[src/rtl/alu_seq_if.sv]
// Bundles the request/response handshake and the 16-bit ALU side-band into one
// interface so the sequencer and its environment connect through modports.
//   master : requester + ALU model (drives req_*, rsp_ready, alu_out, alu_flags)
//   slave  : the sequencer (drives req_ready, rsp_*, alu_a/b, alu_fun_sel, alu_wf)
interface alu_seq_if;
  localparam int unsigned DATA_W = 32;
  localparam int unsigned HALF_W = 16;
  localparam int unsigned FUN_W  = 5;
  localparam int unsigned FLAG_W = 4;
  localparam int unsigned OP_W   = 2;

  // Request channel
  logic              req_valid;
  logic              req_ready;
  logic [OP_W-1:0]   req_op;
  logic [DATA_W-1:0] req_a;
  logic [DATA_W-1:0] req_b;

  // Response channel
  logic              rsp_valid;
  logic              rsp_ready;
  logic [DATA_W-1:0] rsp_result;
  logic [FLAG_W-1:0] rsp_flags;

  // 16-bit ALU connection; alu_flags is the ALU's own registered {Z,C,N,O}
  logic [HALF_W-1:0] alu_a;
  logic [HALF_W-1:0] alu_b;
  logic [FUN_W-1:0]  alu_fun_sel;
  logic              alu_wf;
  logic [HALF_W-1:0] alu_out;
  logic [FLAG_W-1:0] alu_flags;

  modport master (
    output req_valid, req_op, req_a, req_b, rsp_ready, alu_out, alu_flags,
    input  req_ready, rsp_valid, rsp_result, rsp_flags,
           alu_a, alu_b, alu_fun_sel, alu_wf
  );

  modport slave (
    input  req_valid, req_op, req_a, req_b, rsp_ready, alu_out, alu_flags,
    output req_ready, rsp_valid, rsp_result, rsp_flags,
           alu_a, alu_b, alu_fun_sel, alu_wf
  );
endinterface

[src/rtl/alu_op_sequencer.sv]
// Runs 32-bit ADD / LSL / LSR / ASR operations as two passes through an
// external 16-bit ALU, chaining the carry through the ALU's flag register.
// Ports:
//   clk_i  : clock, all state changes on the rising edge
//   rst_ni : synchronous active-low reset
//   bus    : alu_seq_if.slave -- request/response handshake and ALU drive
module alu_op_sequencer (
  input  logic      clk_i,
  input  logic      rst_ni,
  alu_seq_if.slave  bus
);

  localparam int unsigned DATA_W = 32;
  localparam int unsigned HALF_W = 16;
  localparam int unsigned FUN_W  = 5;
  localparam int unsigned OP_W   = 2;

  localparam logic [OP_W-1:0] OP_ADD = 2'b00;
  localparam logic [OP_W-1:0] OP_LSL = 2'b01;
  localparam logic [OP_W-1:0] OP_LSR = 2'b10;
  localparam logic [OP_W-1:0] OP_ASR = 2'b11;

  localparam logic [FUN_W-1:0] FS_NOP = 5'b10000;
  localparam logic [FUN_W-1:0] FS_ADD = 5'b10100;
  localparam logic [FUN_W-1:0] FS_ADC = 5'b10101;
  localparam logic [FUN_W-1:0] FS_LSL = 5'b11011;
  localparam logic [FUN_W-1:0] FS_LSR = 5'b11100;
  localparam logic [FUN_W-1:0] FS_ASR = 5'b11101;
  localparam logic [FUN_W-1:0] FS_RLC = 5'b11110;
  localparam logic [FUN_W-1:0] FS_RRC = 5'b11111;

  // ALU flag bit positions within {Z,C,N,O}
  localparam int unsigned FLG_Z = 3;
  localparam int unsigned FLG_C = 2;
  localparam int unsigned FLG_O = 0;

  typedef enum logic [1:0] {
    IDLE  = 2'd0,
    PASS1 = 2'd1,
    PASS2 = 2'd2,
    RESP  = 2'd3
  } state_e;

  state_e              state_q, state_d;
  logic [OP_W-1:0]     op_q, op_d;
  logic [DATA_W-1:0]   a_q, a_d;
  logic [DATA_W-1:0]   b_q, b_d;
  logic [DATA_W-1:0]   result_q, result_d;
  logic                z_q, z_d;
  logic                req_ready_q, req_ready_d;
  logic                rsp_valid_q, rsp_valid_d;
  logic [HALF_W-1:0]   alu_a_q, alu_a_d;
  logic [HALF_W-1:0]   alu_b_q, alu_b_d;
  logic [FUN_W-1:0]    alu_fun_q, alu_fun_d;
  logic                alu_wf_q, alu_wf_d;

  logic                accept;
  logic                shift_right_q;
  logic                unused_alu_n;

  assign accept        = bus.req_valid & req_ready_q;
  // Right shifts process the high half first, so pass results land swapped
  assign shift_right_q = op_q[1];
  // The ALU's N flag is not needed: N is taken from the assembled result
  assign unused_alu_n  = bus.alu_flags[1];

  // Next-state, operand capture and registered ALU drive
  always_comb begin
    state_d   = state_q;
    op_d      = op_q;
    a_d       = a_q;
    b_d       = b_q;
    result_d  = result_q;
    z_d       = z_q;
    alu_a_d   = '0;
    alu_b_d   = '0;
    alu_fun_d = FS_NOP;
    alu_wf_d  = 1'b0;

    case (state_q)
      IDLE: begin
        if (accept) begin
          state_d = PASS1;
          op_d    = bus.req_op;
          a_d     = bus.req_a;
          b_d     = bus.req_b;
        end
      end
      PASS1: begin
        state_d = PASS2;
        if (shift_right_q) result_d[DATA_W-1:HALF_W] = bus.alu_out;
        else               result_d[HALF_W-1:0]      = bus.alu_out;
      end
      PASS2: begin
        state_d = RESP;
        if (shift_right_q) result_d[HALF_W-1:0]      = bus.alu_out;
        else               result_d[DATA_W-1:HALF_W] = bus.alu_out;
        // Flags seen here were written by PASS1; combine with this pass's half
        z_d = bus.alu_flags[FLG_Z] & (bus.alu_out == HALF_W'(0));
      end
      RESP: begin
        if (bus.rsp_ready) state_d = IDLE;
      end
      default: state_d = IDLE;
    endcase

    // ALU inputs are registered, so they are chosen from the state being entered
    case (state_d)
      PASS1: begin
        alu_wf_d = 1'b1;
        case (op_d)
          OP_ADD: begin
            alu_a_d   = a_d[HALF_W-1:0];
            alu_b_d   = b_d[HALF_W-1:0];
            alu_fun_d = FS_ADD;
          end
          OP_LSL: begin
            alu_a_d   = a_d[HALF_W-1:0];
            alu_fun_d = FS_LSL;
          end
          OP_LSR: begin
            alu_a_d   = a_d[DATA_W-1:HALF_W];
            alu_fun_d = FS_LSR;
          end
          default: begin
            alu_a_d   = a_d[DATA_W-1:HALF_W];
            alu_fun_d = FS_ASR;
          end
        endcase
      end
      PASS2: begin
        alu_wf_d = 1'b1;
        case (op_d)
          OP_ADD: begin
            alu_a_d   = a_d[DATA_W-1:HALF_W];
            alu_b_d   = b_d[DATA_W-1:HALF_W];
            alu_fun_d = FS_ADC;
          end
          OP_LSL: begin
            alu_a_d   = a_d[DATA_W-1:HALF_W];
            alu_fun_d = FS_RLC;
          end
          default: begin
            alu_a_d   = a_d[HALF_W-1:0];
            alu_fun_d = FS_RRC;
          end
        endcase
      end
      default: ;
    endcase

    req_ready_d = (state_d == IDLE);
    rsp_valid_d = (state_d == RESP);
  end

  // State and output registers; reset discards any operation in flight
  always_ff @(posedge clk_i) begin
    if (!rst_ni) begin
      state_q     <= IDLE;
      op_q        <= OP_ADD;
      a_q         <= '0;
      b_q         <= '0;
      result_q    <= '0;
      z_q         <= 1'b0;
      req_ready_q <= 1'b1;
      rsp_valid_q <= 1'b0;
      alu_a_q     <= '0;
      alu_b_q     <= '0;
      alu_fun_q   <= FS_NOP;
      alu_wf_q    <= 1'b0;
    end else begin
      state_q     <= state_d;
      op_q        <= op_d;
      a_q         <= a_d;
      b_q         <= b_d;
      result_q    <= result_d;
      z_q         <= z_d;
      req_ready_q <= req_ready_d;
      rsp_valid_q <= rsp_valid_d;
      alu_a_q     <= alu_a_d;
      alu_b_q     <= alu_b_d;
      alu_fun_q   <= alu_fun_d;
      alu_wf_q    <= alu_wf_d;
    end
  end

  assign bus.req_ready   = req_ready_q;
  assign bus.rsp_valid   = rsp_valid_q;
  assign bus.rsp_result  = result_q;
  assign bus.alu_a       = alu_a_q;
  assign bus.alu_b       = alu_b_q;
  assign bus.alu_fun_sel = alu_fun_q;
  assign bus.alu_wf      = alu_wf_q;

  // C and O come from the ALU flag register written by PASS2; the ALU is not
  // written again while in RESP, so these stay stable until the handshake.
  assign bus.rsp_flags = rsp_valid_q
                       ? {z_q,
                          bus.alu_flags[FLG_C],
                          result_q[DATA_W-1],
                          (op_q == OP_ADD) & bus.alu_flags[FLG_O]}
                       : 4'b0000;

endmodule

[src/flat_wrapper.sv]
// flat-port wrapper written by rule: the top's interface ports become plain ports
module alu_op_sequencer_flat 
  (clk_i, rst_ni, bus_req_valid, bus_req_op, bus_req_a, bus_req_b, bus_rsp_ready, bus_alu_out, bus_alu_flags, bus_req_ready, bus_rsp_valid, bus_rsp_result, bus_rsp_flags, bus_alu_a, bus_alu_b, bus_alu_fun_sel, bus_alu_wf);
  alu_seq_if bus_i ();
  input  logic clk_i;
  input  logic rst_ni;
  input wire logic [$bits(bus_i.req_valid)-1:0] bus_req_valid;
  input wire logic [$bits(bus_i.req_op)-1:0] bus_req_op;
  input wire logic [$bits(bus_i.req_a)-1:0] bus_req_a;
  input wire logic [$bits(bus_i.req_b)-1:0] bus_req_b;
  input wire logic [$bits(bus_i.rsp_ready)-1:0] bus_rsp_ready;
  input wire logic [$bits(bus_i.alu_out)-1:0] bus_alu_out;
  input wire logic [$bits(bus_i.alu_flags)-1:0] bus_alu_flags;
  output wire logic [$bits(bus_i.req_ready)-1:0] bus_req_ready;
  output wire logic [$bits(bus_i.rsp_valid)-1:0] bus_rsp_valid;
  output wire logic [$bits(bus_i.rsp_result)-1:0] bus_rsp_result;
  output wire logic [$bits(bus_i.rsp_flags)-1:0] bus_rsp_flags;
  output wire logic [$bits(bus_i.alu_a)-1:0] bus_alu_a;
  output wire logic [$bits(bus_i.alu_b)-1:0] bus_alu_b;
  output wire logic [$bits(bus_i.alu_fun_sel)-1:0] bus_alu_fun_sel;
  output wire logic [$bits(bus_i.alu_wf)-1:0] bus_alu_wf;
  assign bus_i.req_valid = bus_req_valid;
  assign bus_i.req_op = bus_req_op;
  assign bus_i.req_a = bus_req_a;
  assign bus_i.req_b = bus_req_b;
  assign bus_i.rsp_ready = bus_rsp_ready;
  assign bus_i.alu_out = bus_alu_out;
  assign bus_i.alu_flags = bus_alu_flags;
  assign bus_req_ready = bus_i.req_ready;
  assign bus_rsp_valid = bus_i.rsp_valid;
  assign bus_rsp_result = bus_i.rsp_result;
  assign bus_rsp_flags = bus_i.rsp_flags;
  assign bus_alu_a = bus_i.alu_a;
  assign bus_alu_b = bus_i.alu_b;
  assign bus_alu_fun_sel = bus_i.alu_fun_sel;
  assign bus_alu_wf = bus_i.alu_wf;
  alu_op_sequencer u_core (.clk_i(clk_i), .rst_ni(rst_ni), .bus(bus_i));
endmodule
[config.mk]
export PLATFORM = sky130hd
export DESIGN_NAME = alu_op_sequencer_flat
export DESIGN_NICKNAME = d
export VERILOG_FILES = /design/src/rtl/alu_seq_if.sv /design/src/rtl/alu_op_sequencer.sv /design/src/flat_wrapper.sv
export SDC_FILE = /design/constraint.sdc
export NUM_CORES = 1
export LEC_CHECK = 0
export BUFFER_PORTS_ARGS = -buffer_cell sky130_fd_sc_hd__buf_2
export CORE_MARGIN = 1
export CORE_UTILIZATION = 47
export DETAILED_ROUTE_END_ITERATION = 8
export PLACE_DENSITY = 0.76
export SYNTH_ARGS = -nofsm -noshare
export SYNTH_HDL_FRONTEND = slang
export SYNTH_SLANG_ARGS = --single-unit
[constraint.sdc]
create_clock -name clk_i -period 2.03 [get_ports clk_i]
set_input_delay 0.406 -clock clk_i [delete_from_list [all_inputs] [get_ports clk_i]]
set_output_delay 0.406 -clock clk_i [all_outputs]
set_load 0.01 [all_outputs]
==> impl_metrics.env <==
export IMPL_gr_usage_all_layers=0.2283
export IMPL_p_switching_mw=4.013
export IMPL_drc=0
export IMPL_power_mw=11.51
export IMPL_die_w_um=113.4
export IMPL_die_area_um2=12860
export IMPL_fmax_ghz=0.5199
export IMPL_path_cells="buf_4 > ha_1 > buf_4 > nor2_1 > a22oi_2 > buf_12 > o221ai_1 > o21a_1"
export IMPL_clk_root_buffer_cell="clkbuf_16"
export IMPL_grtUsageMet3=0.07492
export IMPL_grt_use_met1=0.2601
export IMPL_worst_setup_path_type="reg2reg"
export IMPL_drive_gt1_frac=0.3673
export IMPL_fillers=984
export IMPL_via_per_inst=5.178
export IMPL_yosysMostFrequentCell="dfxtp_1"
export IMPL_finalSetupViolCount=0
export IMPL_required_ps=2400
export IMPL_synth_seq_cells=140
export IMPL_grt_overflow_total=0
export IMPL_grt_pass1_wl_um=22960
export IMPL_hold_viol_final=0
export IMPL_stdcell_area_um2=7590
export IMPL_maxCapViolations=0
export IMPL_synth_cells=555
export IMPL_sequentialPowerShare=0.333
export IMPL_antenna_left=0
export IMPL_io_pins=166
export IMPL_core_region_area_um2=12060
export IMPL_hpwl_um=9429
export IMPL_end_kind="flip-flop"
export IMPL_tightest_slew_ps=511.0
export IMPL_met2_usage=0.3836
export IMPL_antennaDiodeCount=0
export IMPL_synth_nets=650
export IMPL_power_leakage_nw=3.674
export IMPL_critPathTopFamily="compound AO/OA/AOI/OAI gates"
export IMPL_setup_tns_ps=0
export IMPL_r2r_start="u_core.state_q[1]$_SDFF_PN0_"
export IMPL_finalClockSkew_ps=5.226
export IMPL_comb_power_share=0.411
export IMPL_grt_setup_unrepaired="false"
export IMPL_yosys_most_used_dff="dfxtp_1"
export IMPL_worst_path_most_repeated_cell="buf_4"
export IMPL_grt_pass1_vias=4886
export IMPL_crit_fanout=53
export IMPL_relSlewSlack=0.6582
export IMPL_critPathLaunchType="flip-flop"
export IMPL_via_count=4733
export IMPL_vdd_ir_drop_max_mv=0.9381
export IMPL_clock_sinks=140
export IMPL_power_density_nw_per_um2=1517
export IMPL_dpl_cell_area_um2=6977
export IMPL_antenna_found_initial=1
export IMPL_cts_tree="done"
export IMPL_yosys_top_cells_area="dfxtp_1 48%, mux2i_1 12%, nor2b_1 7.4%"
export IMPL_status="finished clean"
export IMPL_yosysWarnings=0
export IMPL_power_internal_mw=7.499
export IMPL_synth_edf_count=0
export IMPL_hold_slack_ps=275.0
export IMPL_seq_area_frac_synth=0.4805
export IMPL_gp_congestion=0.8349
export IMPL_final_nets=830
export IMPL_cpPeakStageDelay_ps=310
export IMPL_synth_distinct_cells=41
export IMPL_initial_utilization=0.4836
export IMPL_top_usage_layer="met2"
export IMPL_synthToLayoutAreaGrowth_pct=30.12
export IMPL_drt_total_wl_um=13900
export IMPL_clkTransAtPathRegs_ps=60
export IMPL_post_route_util=0.6293
export IMPL_wl_per_cell_um=15.21
export IMPL_drv_slew=0
export IMPL_drt_iter0_drc=275
export IMPL_grt_start_max_net_pins=54
export IMPL_synth_commonest_cells="140 x dfxtp_1, 69 x mux2i_1, 69 x nor2b_1"
export IMPL_numCtsBuffers=17
export IMPL_worstPathArrival_ps=2290
export IMPL_synthArstFlopShare=0
export IMPL_port_buffers=163
export IMPL_period_share=0.9475
export IMPL_clk_latency_ps=420
export IMPL_hold_path_class="in2reg"
export IMPL_clock_path_buffers=2
export IMPL_min_period_ps=1923
export IMPL_yosysTopAreaCellShare=0.4805
export IMPL_avgSynthCellArea_um2=10.51
export IMPL_hp_start="bus_alu_out[14]"
export IMPL_crit_buf_inv=3
export IMPL_die_y_um=113.4
export IMPL_num_rows=40
export IMPL_yosysTopAreaCell="dfxtp_1"
export IMPL_p_clk_frac=0.256
export IMPL_h_tree_depth=4
export IMPL_switching_share=0.3486
export IMPL_cp_slowest_cell="dfxtp_1"
export IMPL_synth_area_um2=5833
export IMPL_drt_pre_antenna_iters=4
export IMPL_worstSetupStartpoint="u_core.state_q[1]$_SDFF_PN0_"
==> power by group through the flow <==
stage	registers [mW]	clock network, mW	logic, mW
3_5_place_dp	3.87	0	4.69
6_report	3.83	2.95	4.73
5_1_grt	3.90	3.11	5.19
2_1_floorplan	4.09	0	3.02
4_1_cts	3.83	3.01	4.72
3_3_place_gp	3.84	0	4.53
==> metrics by stage <==
step,instances,worst slack [ps]
2_1_floorplan,555,91.12
3_3_place_gp,883,187.8
3_5_place_dp,883,78.16
4_1_cts,913,63.30
5_1_grt,914,24.53
6_report,914,106.5
==> layer usage <==
layer  vias up  wire, um
li1       2310         -
met1      2239      5704
met2       155      6841
met3        29       960
met4         0       394
met5         -         0
==> layout by cell type (no fill, tap or decap), types with 8 or more instances in the layout <==
| cell type | instances |
|---|---|
| buf_2 | 162 |
| dfxtp_1 | 140 |
| mux2i_1 | 68 |
| nor2b_1 | 68 |
| buf_4 | 35 |
| inv_1 | 33 |
| and3_1 | 32 |
| a31oi_2 | 24 |
| nor2_1 | 19 |
| o22ai_1 | 17 |
| o21a_1 | 17 |
| clkbuf_16 | 17 |
| o22a_1 | 16 |
| o221ai_1 | 16 |
| a31oi_1 | 9 |
| buf_12 | 8 |
==> worst register-to-register path, stage by stage (launching register included) <==
cell and delay [ps]:
dfxtp_1 310, buf_4 160, ha_1 190, buf_4 150
nor2_1 260, a22oi_2 160, buf_12 210, o221ai_1 280
o21a_1 160
==> path summary, 6_finish.rpt <==
path | end | slack (ps) | depth (start not counted)
hold reg to reg | u_core.a_q[27]$_SDFF_PN0_ | 480 | 2
setup reg to reg | u_core.bus.alu_a[10]$_SDFF_PN0_ | 110 | 8
setup / recovery | u_core.bus.alu_a[10]$_SDFF_PN0_ | 110 | 8
hold / removal | u_core.bus.rsp_result[14]$_SDFFE_PN0P_ | 270 | 3
==> logic make-up after synthesis <==
family / Yosys count / share of synthesized area
multiplexers: 70 / 0.1223
flip-flops: 140 / 0.4805
buffers and inverters: 78 / 0.07250
other: 1 / 0.0006429
AND/OR/NAND/NOR: 149 / 0.1521
AO/OA/AOI/OAI: 112 / 0.1613
adder cells (fa/ha/maj): 5 / 0.01073
==> cell type report <==
class	count	area (um2)	share of cell area
clock buffer	18	439.2	0.05786
tap	168	210.2	0.02770
timing repair buffer	205	1234	0.1625
clock inverter	12	125.1	0.01649
inverter	34	127.6	0.01681
multi-input combinational	337	2651	0.3493
sequential	140	2803	0.3693
==> state kept, by name (all words and copies together) (netlist names) <==
name                    flops
u_core.a_q                 32
u_core.b_q                 32
u_core.bus.rsp_result      32
u_core.bus.alu_a           16
u_core.bus.alu_b           16
u_core.bus.alu_fun_sel      4
u_core.op_q                 2
u_core.state_q              2
u_core.bus.alu_wf           1
u_core.bus.req_ready        1
u_core.bus.rsp_valid        1
u_core.z_q                  1
==> what timing repair did <==
item,4_1_cts,5_1_grt
hold buffers,0,0
buffers inserted,0,1
gates resized for setup,0,9
setup endpoints to repair,0,32
Note: power is estimated with default switching activity, not from simulation.
